### config.mk
export PLATFORM = sky130hd
export DESIGN_NAME = arcade_ram_arbiter
export DESIGN_NICKNAME = d
export VERILOG_FILES = /design/src/rtl/arcade_ram_arbiter.sv
export SDC_FILE = /design/constraint.sdc
export NUM_CORES = 1
export LEC_CHECK = 0
export ABC_AREA = 1
export CAP_MARGIN = 20
export CELL_PAD_IN_SITES_DETAIL_PLACEMENT = 1
export CELL_PAD_IN_SITES_GLOBAL_PLACEMENT = 2
export CORE_MARGIN = 4
export CORE_UTILIZATION = 36
export CTS_CLUSTER_SIZE = 20
export DETAILED_ROUTE_END_ITERATION = 6
export PLACE_DENSITY_LB_ADDON = 0.15
export REMOVE_ABC_BUFFERS = 1
export SLEW_MARGIN = 20
export SYNTH_ARGS = -nofsm -noshare
export SYNTH_HDL_FRONTEND = slang
export SYNTH_SLANG_ARGS = --single-unit
### constraint.sdc
create_clock -name CLK -period 3.8 [get_ports CLK]
set_clock_uncertainty 0.15 [all_clocks]
set_input_delay 0.76 -clock CLK [delete_from_list [all_inputs] [get_ports CLK]]
set_output_delay 0.76 -clock CLK [all_outputs]
set_load 0.01 [all_outputs]
### src/rtl/arcade_ram_arbiter.sv
// Arbiter for the single-port Arcade Card RAM: CPU accesses vs. a FIFO of CD-ROM DMA writes,
// with a same-address ordering guard, a starvation limit and a req/ack memory port.
//
// state   | meaning
// IDLE    | no access outstanding; arbitrate this cycle
// MEM_CPU | CPU access on the memory port, waiting for MEM_ACK
// MEM_DMA | FIFO head write on the memory port, waiting for MEM_ACK
module arcade_ram_arbiter #(
  parameter int FIFO_DEPTH = 4,
  parameter int STARVE_MAX = 2
) (
  input  logic        CLK,
  input  logic        RST,
  input  logic        CPU_REQ,
  input  logic        CPU_WE,
  input  logic [20:0] CPU_A,
  input  logic [7:0]  CPU_D,
  output logic [7:0]  CPU_Q,
  output logic        CPU_BUSY,
  input  logic        DMA_WR,
  input  logic [20:0] DMA_A,
  input  logic [7:0]  DMA_D,
  output logic        DMA_FULL,
  output logic        DMA_EMPTY,
  output logic        MEM_REQ,
  output logic        MEM_WE,
  output logic [20:0] MEM_A,
  output logic [7:0]  MEM_D,
  input  logic        MEM_ACK,
  input  logic [7:0]  MEM_Q
);

  localparam int PW = (FIFO_DEPTH > 1) ? $clog2(FIFO_DEPTH) : 1;
  localparam int CW = PW + 1;
  localparam int SW = (STARVE_MAX > 0) ? $clog2(STARVE_MAX + 1) : 1;

  typedef enum logic [1:0] {
    IDLE    = 2'd0,
    MEM_CPU = 2'd1,
    MEM_DMA = 2'd2
  } state_t;

  state_t          state;
  logic [20:0]     fifo_a [FIFO_DEPTH];
  logic [7:0]      fifo_d [FIFO_DEPTH];
  logic [PW-1:0]   wr_ptr;
  logic [PW-1:0]   rd_ptr;
  logic [CW-1:0]   count;
  logic [CW-1:0]   count_nxt;
  logic            cpu_we_r;
  logic [20:0]     cpu_a_r;
  logic [7:0]      cpu_d_r;
  logic [SW-1:0]   starve_cnt;

  logic            push;
  logic            pop;
  logic            fifo_ne;
  logic            cpu_cap;
  logic            cpu_want;
  logic            cpu_we_e;
  logic [20:0]     cpu_a_e;
  logic [7:0]      cpu_d_e;
  logic            hazard;
  logic            grant_dma;
  logic            grant_cpu;
  logic [PW-1:0]   off;

  assign push      = DMA_WR & ~DMA_FULL;
  assign pop       = (state == MEM_DMA) & MEM_ACK;
  assign fifo_ne   = (count != '0);
  assign count_nxt = count + CW'(push) - CW'(pop);

  // A request captured this cycle competes immediately, which gives the one-cycle grant latency.
  assign cpu_cap  = CPU_REQ & ~CPU_BUSY;
  assign cpu_want = CPU_BUSY | cpu_cap;
  assign cpu_we_e = CPU_BUSY ? cpu_we_r : CPU_WE;
  assign cpu_a_e  = CPU_BUSY ? cpu_a_r  : CPU_A;
  assign cpu_d_e  = CPU_BUSY ? cpu_d_r  : CPU_D;

  // Only registered entries take part; a push in the same cycle is seen next cycle.
  always_comb begin
    hazard = 1'b0;
    off    = '0;
    for (int i = 0; i < FIFO_DEPTH; i++) begin
      off = PW'(i) - rd_ptr;
      if (({1'b0, off} < count) && (fifo_a[i] == cpu_a_e))
        hazard = 1'b1;
    end
  end

  always_comb begin
    grant_dma = 1'b0;
    grant_cpu = 1'b0;
    if (state == IDLE) begin
      if (cpu_want && hazard)
        grant_dma = 1'b1;
      else if ((starve_cnt == SW'(STARVE_MAX)) && fifo_ne)
        grant_dma = 1'b1;
      else if (cpu_want)
        grant_cpu = 1'b1;
      else if (fifo_ne)
        grant_dma = 1'b1;
    end
  end

  always_ff @(posedge CLK) begin
    if (!RST && push) begin
      fifo_a[wr_ptr] <= DMA_A;
      fifo_d[wr_ptr] <= DMA_D;
    end
  end

  always_ff @(posedge CLK) begin
    if (RST) begin
      state      <= IDLE;
      wr_ptr     <= '0;
      rd_ptr     <= '0;
      count      <= '0;
      DMA_FULL   <= 1'b0;
      DMA_EMPTY  <= 1'b1;
      CPU_BUSY   <= 1'b0;
      cpu_we_r   <= 1'b0;
      cpu_a_r    <= '0;
      cpu_d_r    <= '0;
      starve_cnt <= '0;
      MEM_REQ    <= 1'b0;
      MEM_WE     <= 1'b0;
      MEM_A      <= '0;
      MEM_D      <= '0;
      CPU_Q      <= 8'hFF;
    end else begin
      if (push)
        wr_ptr <= wr_ptr + PW'(1);
      if (pop)
        rd_ptr <= rd_ptr + PW'(1);
      count     <= count_nxt;
      DMA_FULL  <= (count_nxt == CW'(FIFO_DEPTH));
      DMA_EMPTY <= (count_nxt == '0);

      if (cpu_cap) begin
        CPU_BUSY <= 1'b1;
        cpu_we_r <= CPU_WE;
        cpu_a_r  <= CPU_A;
        cpu_d_r  <= CPU_D;
      end

      if (!fifo_ne)
        starve_cnt <= '0;
      else if (grant_dma)
        starve_cnt <= '0;
      else if (grant_cpu && (starve_cnt != SW'(STARVE_MAX)))
        starve_cnt <= starve_cnt + SW'(1);

      case (state)
        IDLE: begin
          if (grant_dma) begin
            MEM_REQ <= 1'b1;
            MEM_WE  <= 1'b1;
            MEM_A   <= fifo_a[rd_ptr];
            MEM_D   <= fifo_d[rd_ptr];
            state   <= MEM_DMA;
          end else if (grant_cpu) begin
            MEM_REQ <= 1'b1;
            MEM_WE  <= cpu_we_e;
            MEM_A   <= cpu_a_e;
            MEM_D   <= cpu_d_e;
            state   <= MEM_CPU;
          end
        end
        MEM_CPU: begin
          if (MEM_ACK) begin
            MEM_REQ  <= 1'b0;
            CPU_BUSY <= 1'b0;
            if (!MEM_WE)
              CPU_Q <= MEM_Q;
            state <= IDLE;
          end
        end
        MEM_DMA: begin
          if (MEM_ACK) begin
            MEM_REQ <= 1'b0;
            state   <= IDLE;
          end
        end
        default: state <= IDLE;
      endcase
    end
  end

endmodule

==> flow_summary.ini, run 1 <==
[outcome]
status = completed

[clocking]
ctsHoldBuffers = 0
clk_path_buf_depth = 3
cts_resized = 0
clk_pin_slew_ns = 0.06
cts_buffers = 25
cts_tree = done
cts_max_level = 1
insertion_delay_ns = 0.54
cts_root_buffer = clkbuf_16
cts.sink_count = 201
post_cts_buffers = 0

[synth]
yosysWarnings = 0
yosysTopAreaCell = edfxtp_1
ys_seq_area_share_pct = 50.5
syn_area_per_cell_um2 = 8.11
ys_ff_latch = 201
synth_top_area_share_pct = 34.0
synth_cell_types = 38
netlist_area_um2 = 10300
synth_area_leaders = edfxtp_1 (34%), dfxtp_1 (17%), nand2_1 (13%)
synth_cells = 1265

[sta]
finalCriticalPeriod_ns = 3.30
slew_headroom_pct = 52.1
grt_setup_unrepaired = false
hold_violations = 0
period_share_pct = 86.9
finalSetupViolCount = 0
worst_pin_slew_ns = 0.718
drv_slew = 0
fmax_mhz = 303
tns_ns = 0

[floorplan]
row_count = 61
start_util_pct = 36.7
die_y_um = 177
die_area_um2 = 31300
core-area_um2 = 27900
boundaryPins = 114
die_width_um = 177

[setup_path]
crit_chain = inv_6 -> nand2_1 -> nand2_1 -> nand2_1 -> nand2_1 -> nor2_1 -> nand2_1 -> nor2_1 -> nand3_1 -> nand2_4 -> nor2_4 -> nand2_2 -> buf_4 -> nand2_1 -> o21ai_0 -> o21ai_0 -> nor2_1
path_delay_family = simple AND/OR/NAND/NOR gates
critPathRequiredTime_ns = 4.06
end_kind = register
worst-path-max-fanout = 31
slowest_delay_ns = 0.57
crit_type = reg2reg
start_kind = register
slowest_stage = nor2_4
cpMostUsedCell = nand2_1
cp_data_arrival_time_ns = 3.56
crit_buf_inv = 2

[power]
p_switching_mw = 2.33
p_per_area_nw_per_um2 = 566
clockPowerShare_pct = 33.5
combPwrFrac_pct = 28.2
power.internal_mw = 4.81
seqPwrFrac_pct = 38.3
switching_share_pct = 32.6
ir_drop_mv = 0.410
power_leakage_nw = 5.52

[global_routing]
grt_first_pass_wirelength_mm = 49.9
grt_pass1_vias = 8827
grt_usage_pct = 20.5
antenna_found_initial = 0
grt_max_degree = 68
grt-ovfl-total = 0

[route]
post-route-drc-count = 0
final_antenna_net_count = 0
dr.pass1.iters = 5
dr_total_vias = 8725
via_per_inst = 4.93
drtIter0Drc = 452
routed_wl_mm = 32.6
routedWlPerCell_um = 18.4

[placed_design]
io_buffers = 113
dpl_cell_area_um2 = 11800
place_congestion = 0.777
dpl.hpwl_mm = 21.3

[final_layout]
area_growth_syn_to_layout_pct = 22.9
multi_input_area_um2 = 4330
nets = 1462
n_fill_cell = 3382
drive_gt1_share_pct = 10.1
final_cell_area_um2 = 12600
diodes = 0
seq_area_um2 = 5190

[flow_run]
maxCapViolations = 0

[hold_path]
hold_path_class = reg2reg
-- layout make-up --
| cell class | count | area share, % |
|---|---|---|
| Tap cell | 378 | 3.75 |
| Timing Repair Buffer | 134 | 10.4 |
| Clock buffer | 32 | 5.33 |
| Clock inverter | 14 | 1.20 |
| Inverter | 127 | 3.82 |
| Multi-Input combinational cell | 885 | 34.3 |
| Sequential cell | 201 | 41.1 |
-- power by group through the flow --
stage	Clock, mW	Combinational, mW	Sequential, mW
2_1_floorplan	0	1.03	2.83
3_3_place_gp	0	2.01	2.78
3_5_place_dp	0	2.04	2.79
4_1_cts	2.44	2.05	2.74
5_1_grt	2.54	2.25	2.77
6_report	2.39	2.01	2.74
-- synthesized netlist by cell type --
master / n
nor2_4: 1
clkbuf_1: 34
buf_4: 3
nand3_2: 1
edfxtp_1: 116
a31oi_4: 1
a21oi_2: 7
buf_8: 2
nand2_2: 42
a21oi_1: 86
inv_1: 120
o21ai_1: 1
o2111ai_1: 1
or2_2: 1
nor3_2: 1
o22ai_1: 8
o21ai_4: 1
o21ai_0: 82
nand2_4: 10
xnor2_1: 4
buf_2: 5
ha_1: 15
inv_6: 1
nand3_1: 128
nor3_1: 1
buf_1: 2
o211a_1: 15
buf_12: 1
clkinv_1: 1
dfxtp_1: 85
fa_1: 1
xor2_1: 5
nand2_1: 357
nand3b_1: 6
inv_2: 5
nor2_1: 108
nand4_1: 2
buf_6: 5
-- final timing paths --
| kind | startpoint | to | slack, ns | depth (start not counted) |
|---|---|---|---|---|
| min | CPU_Q[3] | CPU_Q[3] | 0.30 | 2 |
| max reg2reg | CPU_BUSY | MEM_A[3] | 0.50 | 17 |
| max | CPU_BUSY | MEM_A[3] | 0.50 | 17 |
| min reg2reg | CPU_Q[3] | CPU_Q[3] | 0.30 | 2 |
-- per-layer routing --
metal / global-route usage [%] / share of wire, % / vias up
li1: - / - / 4369
met1: 26.6 / 45 / 4202
met2: 37.3 / 50 / 123
met3: 2.46 / 3.3 / 31
met4: 3.51 / 1.5 / 0
met5: 0 / 0 / -
-- state kept, by name, indices dropped and copies added (netlist names), 2 cells and up, named ones only --
| register | count |
|---|---|
| count | 3 |
| CPU_Q | 8 |
| fifo_a | 84 |
| MEM_A | 21 |
| MEM_D | 8 |
| state | 2 |
| cpu_d_r | 8 |
| fifo_d | 32 |
| wr_ptr | 2 |
| rd_ptr | 2 |
| starve_cnt | 2 |
| cpu_a_r | 21 |
-- kinds of logic (layout without fill, tap and decap cells) --
| logic type | after synthesis | count (layout) | share of synthesized area [%] |
|---|---|---|---|
| AND/OR/NAND/NOR | 658 | 658 | 27.9 |
| flip-flops | 201 | 201 | 50.5 |
| adder cells (fa/ha/maj) | 16 | 16 | 2.02 |
| AO/OA/AOI/OAI | 202 | 202 | 11.2 |
| buffers and inverters | 179 | 307 | 7.51 |
| XOR/XNOR | 9 | 9 | 0.768 |
-- through the flow --
step	setup slack (ns)	std cells	hold WS, ns	utilization [%]	power [mW]
after floorplan	0.313	1213	0.285	-	3.86
after global placement	0.158	1725	0.290	42.2	4.79
after detailed placement	0.106	1725	0.294	42.2	4.83
after CTS	0.476	1771	0.308	45.1	7.23
after global routing	0.250	1771	0.336	45.1	7.56
final	0.498	1771	0.301	45.1	7.14
-- layout by cell type, fill, tap and decap left out, drive strengths merged --
cell           count
o211a             15
a31oi              1
or2                1
o21ai             84
inv              128
nand4              2
buf               21
nor3               2
xor2               5
nor2             109
xnor2              4
edfxtp           116
bufinv             3
ha                15
a21oi             93
clkinv             8
dfxtp             85
clkinvlp           2
nand3b             6
o22ai              8
nand3            129
clkbuf            32
o2111ai            1
clkdlybuf4s50    113
fa                 1
nand2            409
-- worst reg2reg max path, cell delays in order, from the launching register on --
cell and delay, ns:
dfxtp_2 0.35, inv_6 0.37, nand2_1 0.21, nand2_1 0.20, nand2_1 0.07, nand2_1 0.06, nor2_1 0.05, nand2_1 0.08
nor2_1 0.07, nand3_1 0.14, nand2_4 0.09, nor2_4 0.57, nand2_2 0.10, buf_4 0.28, nand2_1 0.10, o21ai_0 0.07
o21ai_0 0.16, nor2_1 0.05
Note: power is estimated with default switching activity, not from simulation.
==> inputs of run 2 (changes only) <==
MAX_ROUTING_LAYER = met4   (was unset)
==> run 2 against run 1 <==
Critical path depth did not move. Combinational power about the same. Global-route usage is 0.59 points higher. Critical path type unchanged. Largest power group unchanged.
==> flow_summary.ini, run 2 (same netlist as run 1, synthesis figures left out) <==
[hold_path]
hold_path_class = reg2reg

[floorplan]
core-area_um2 = 27900
row_count = 61
die_area_um2 = 31300
boundaryPins = 114
die_width_um = 177
start_util_pct = 36.7
die_y_um = 177

[clocking]
clk_path_buf_depth = 3
cts.sink_count = 201
cts_tree = done
ctsHoldBuffers = 0
insertion_delay_ns = 0.54
clk_pin_slew_ns = 0.06
cts_buffers = 25
cts_root_buffer = clkbuf_16
cts_max_level = 1
cts_resized = 0
post_cts_buffers = 0

[global_routing]
grt_usage_pct = 21.1
antenna_found_initial = 0
grt_max_degree = 68
grt_first_pass_wirelength_mm = 50.0
grt-ovfl-total = 0
grt_pass1_vias = 8822

[sta]
finalCriticalPeriod_ns = 3.30
worst_pin_slew_ns = 0.718
hold_slack_ns = 0.301
slew_headroom_pct = 52.0
finalSetupViolCount = 0
grt_setup_unrepaired = false
tns_ns = 0
hold_violations = 0
setup_slack_ns = 0.497
fmax_mhz = 303
period_share_pct = 86.9
drv_slew = 0

[route]
routed_wl_mm = 32.6
routedWlPerCell_um = 18.4
dr.pass1.iters = 5
drtIter0Drc = 449
final_antenna_net_count = 0
via_per_inst = 4.91
post-route-drc-count = 0
dr_total_vias = 8696

[power]
finalPower_mw = 7.14
ir_drop_mv = 0.410
power_leakage_nw = 5.52
p_per_area_nw_per_um2 = 566

[setup_path]
slowest_delay_ns = 0.57
crit_buf_inv = 2
path_delay_family = simple AND/OR/NAND/NOR gates
cp_data_arrival_time_ns = 3.56
cpMostUsedCell = nand2_1
crit_chain = inv_6 -> nand2_1 -> nand2_1 -> nand2_1 -> nand2_1 -> nor2_1 -> nand2_1 -> nor2_1 -> nand3_1 -> nand2_4 -> nor2_4 -> nand2_2 -> buf_4 -> nand2_1 -> o21ai_0 -> o21ai_0 -> nor2_1
critPathRequiredTime_ns = 4.06
worst-path-max-fanout = 31
end_kind = register
crit_type = reg2reg
start_kind = register
slowest_stage = nor2_4

[flow_run]
maxCapViolations = 0

[final_layout]
diodes = 0
top_register = fifo_a
area_growth_syn_to_layout_pct = 22.9
nets = 1462
drive_gt1_share_pct = 10.1
largest_register_ffs = 84
layout_common_cells = nand2_1 (357), nand3_1 (128), inv_1 (120), edfxtp_1 (116), clkdlybuf4s50_1 (113)
fin_cells = 1771
fin_util_pct = 45.1
top_regs = fifo_a x84, fifo_d x32
final_cell_area_um2 = 12600
layout_commonest_cell = nand2_1

[placed_design]
dpl.hpwl_mm = 21.3
io_buffers = 113
place_inst = 1725
place_congestion = 0.788
dp_slack_ns = 0.106
dpl_cell_area_um2 = 11800

[outcome]
status = completed
[run 2: area by class of cell]
| cell class | count | area [µm²] |
|---|---|---|
| Clock buffer | 32 | 672 |
| Clock inverter | 14 | 151 |
| Fill cell | 3382 | 15300 |
| Inverter | 127 | 482 |
| Multi-Input combinational cell | 885 | 4330 |
| Sequential cell | 201 | 5190 |
| Tap cell | 378 | 473 |
| Timing Repair Buffer | 134 | 1310 |
[run 2: path summary, 6_finish.rpt]
check / start / to / slack [ns] / depth (start not counted)
worst min register to register: CPU_Q[3] / CPU_Q[3] / 0.30 / 2
worst max register to register: CPU_BUSY / MEM_A[3] / 0.50 / 17
worst max-delay path: CPU_BUSY / MEM_A[3] / 0.50 / 17
worst min-delay path: CPU_Q[3] / CPU_Q[3] / 0.30 / 2
[run 2: worst reg2reg max path, delay by kind of cell, from the launching register on]
kind | cells | cell delay [ns]
flops | 1 | 0.35
buf+inv | 2 | 0.65
simple gates | 13 | 1.79
compound gates | 2 | 0.23
[run 2: where the power goes]
part           switching [mW]  internal [mW]
clock network           0.938           1.45
registers               0.166           2.57
logic                    1.23          0.788
[run 2: layer usage]
layer | GRT usage [%] | vias up | part of all wire, %
met4 | 3.51 | 0 | 1.4
met2 | 37.3 | 124 | 50
met3 | 2.39 | 27 | 3.2
met5 | - | - | 0
li1 | - | 4371 | -
met1 | 26.6 | 4174 | 45
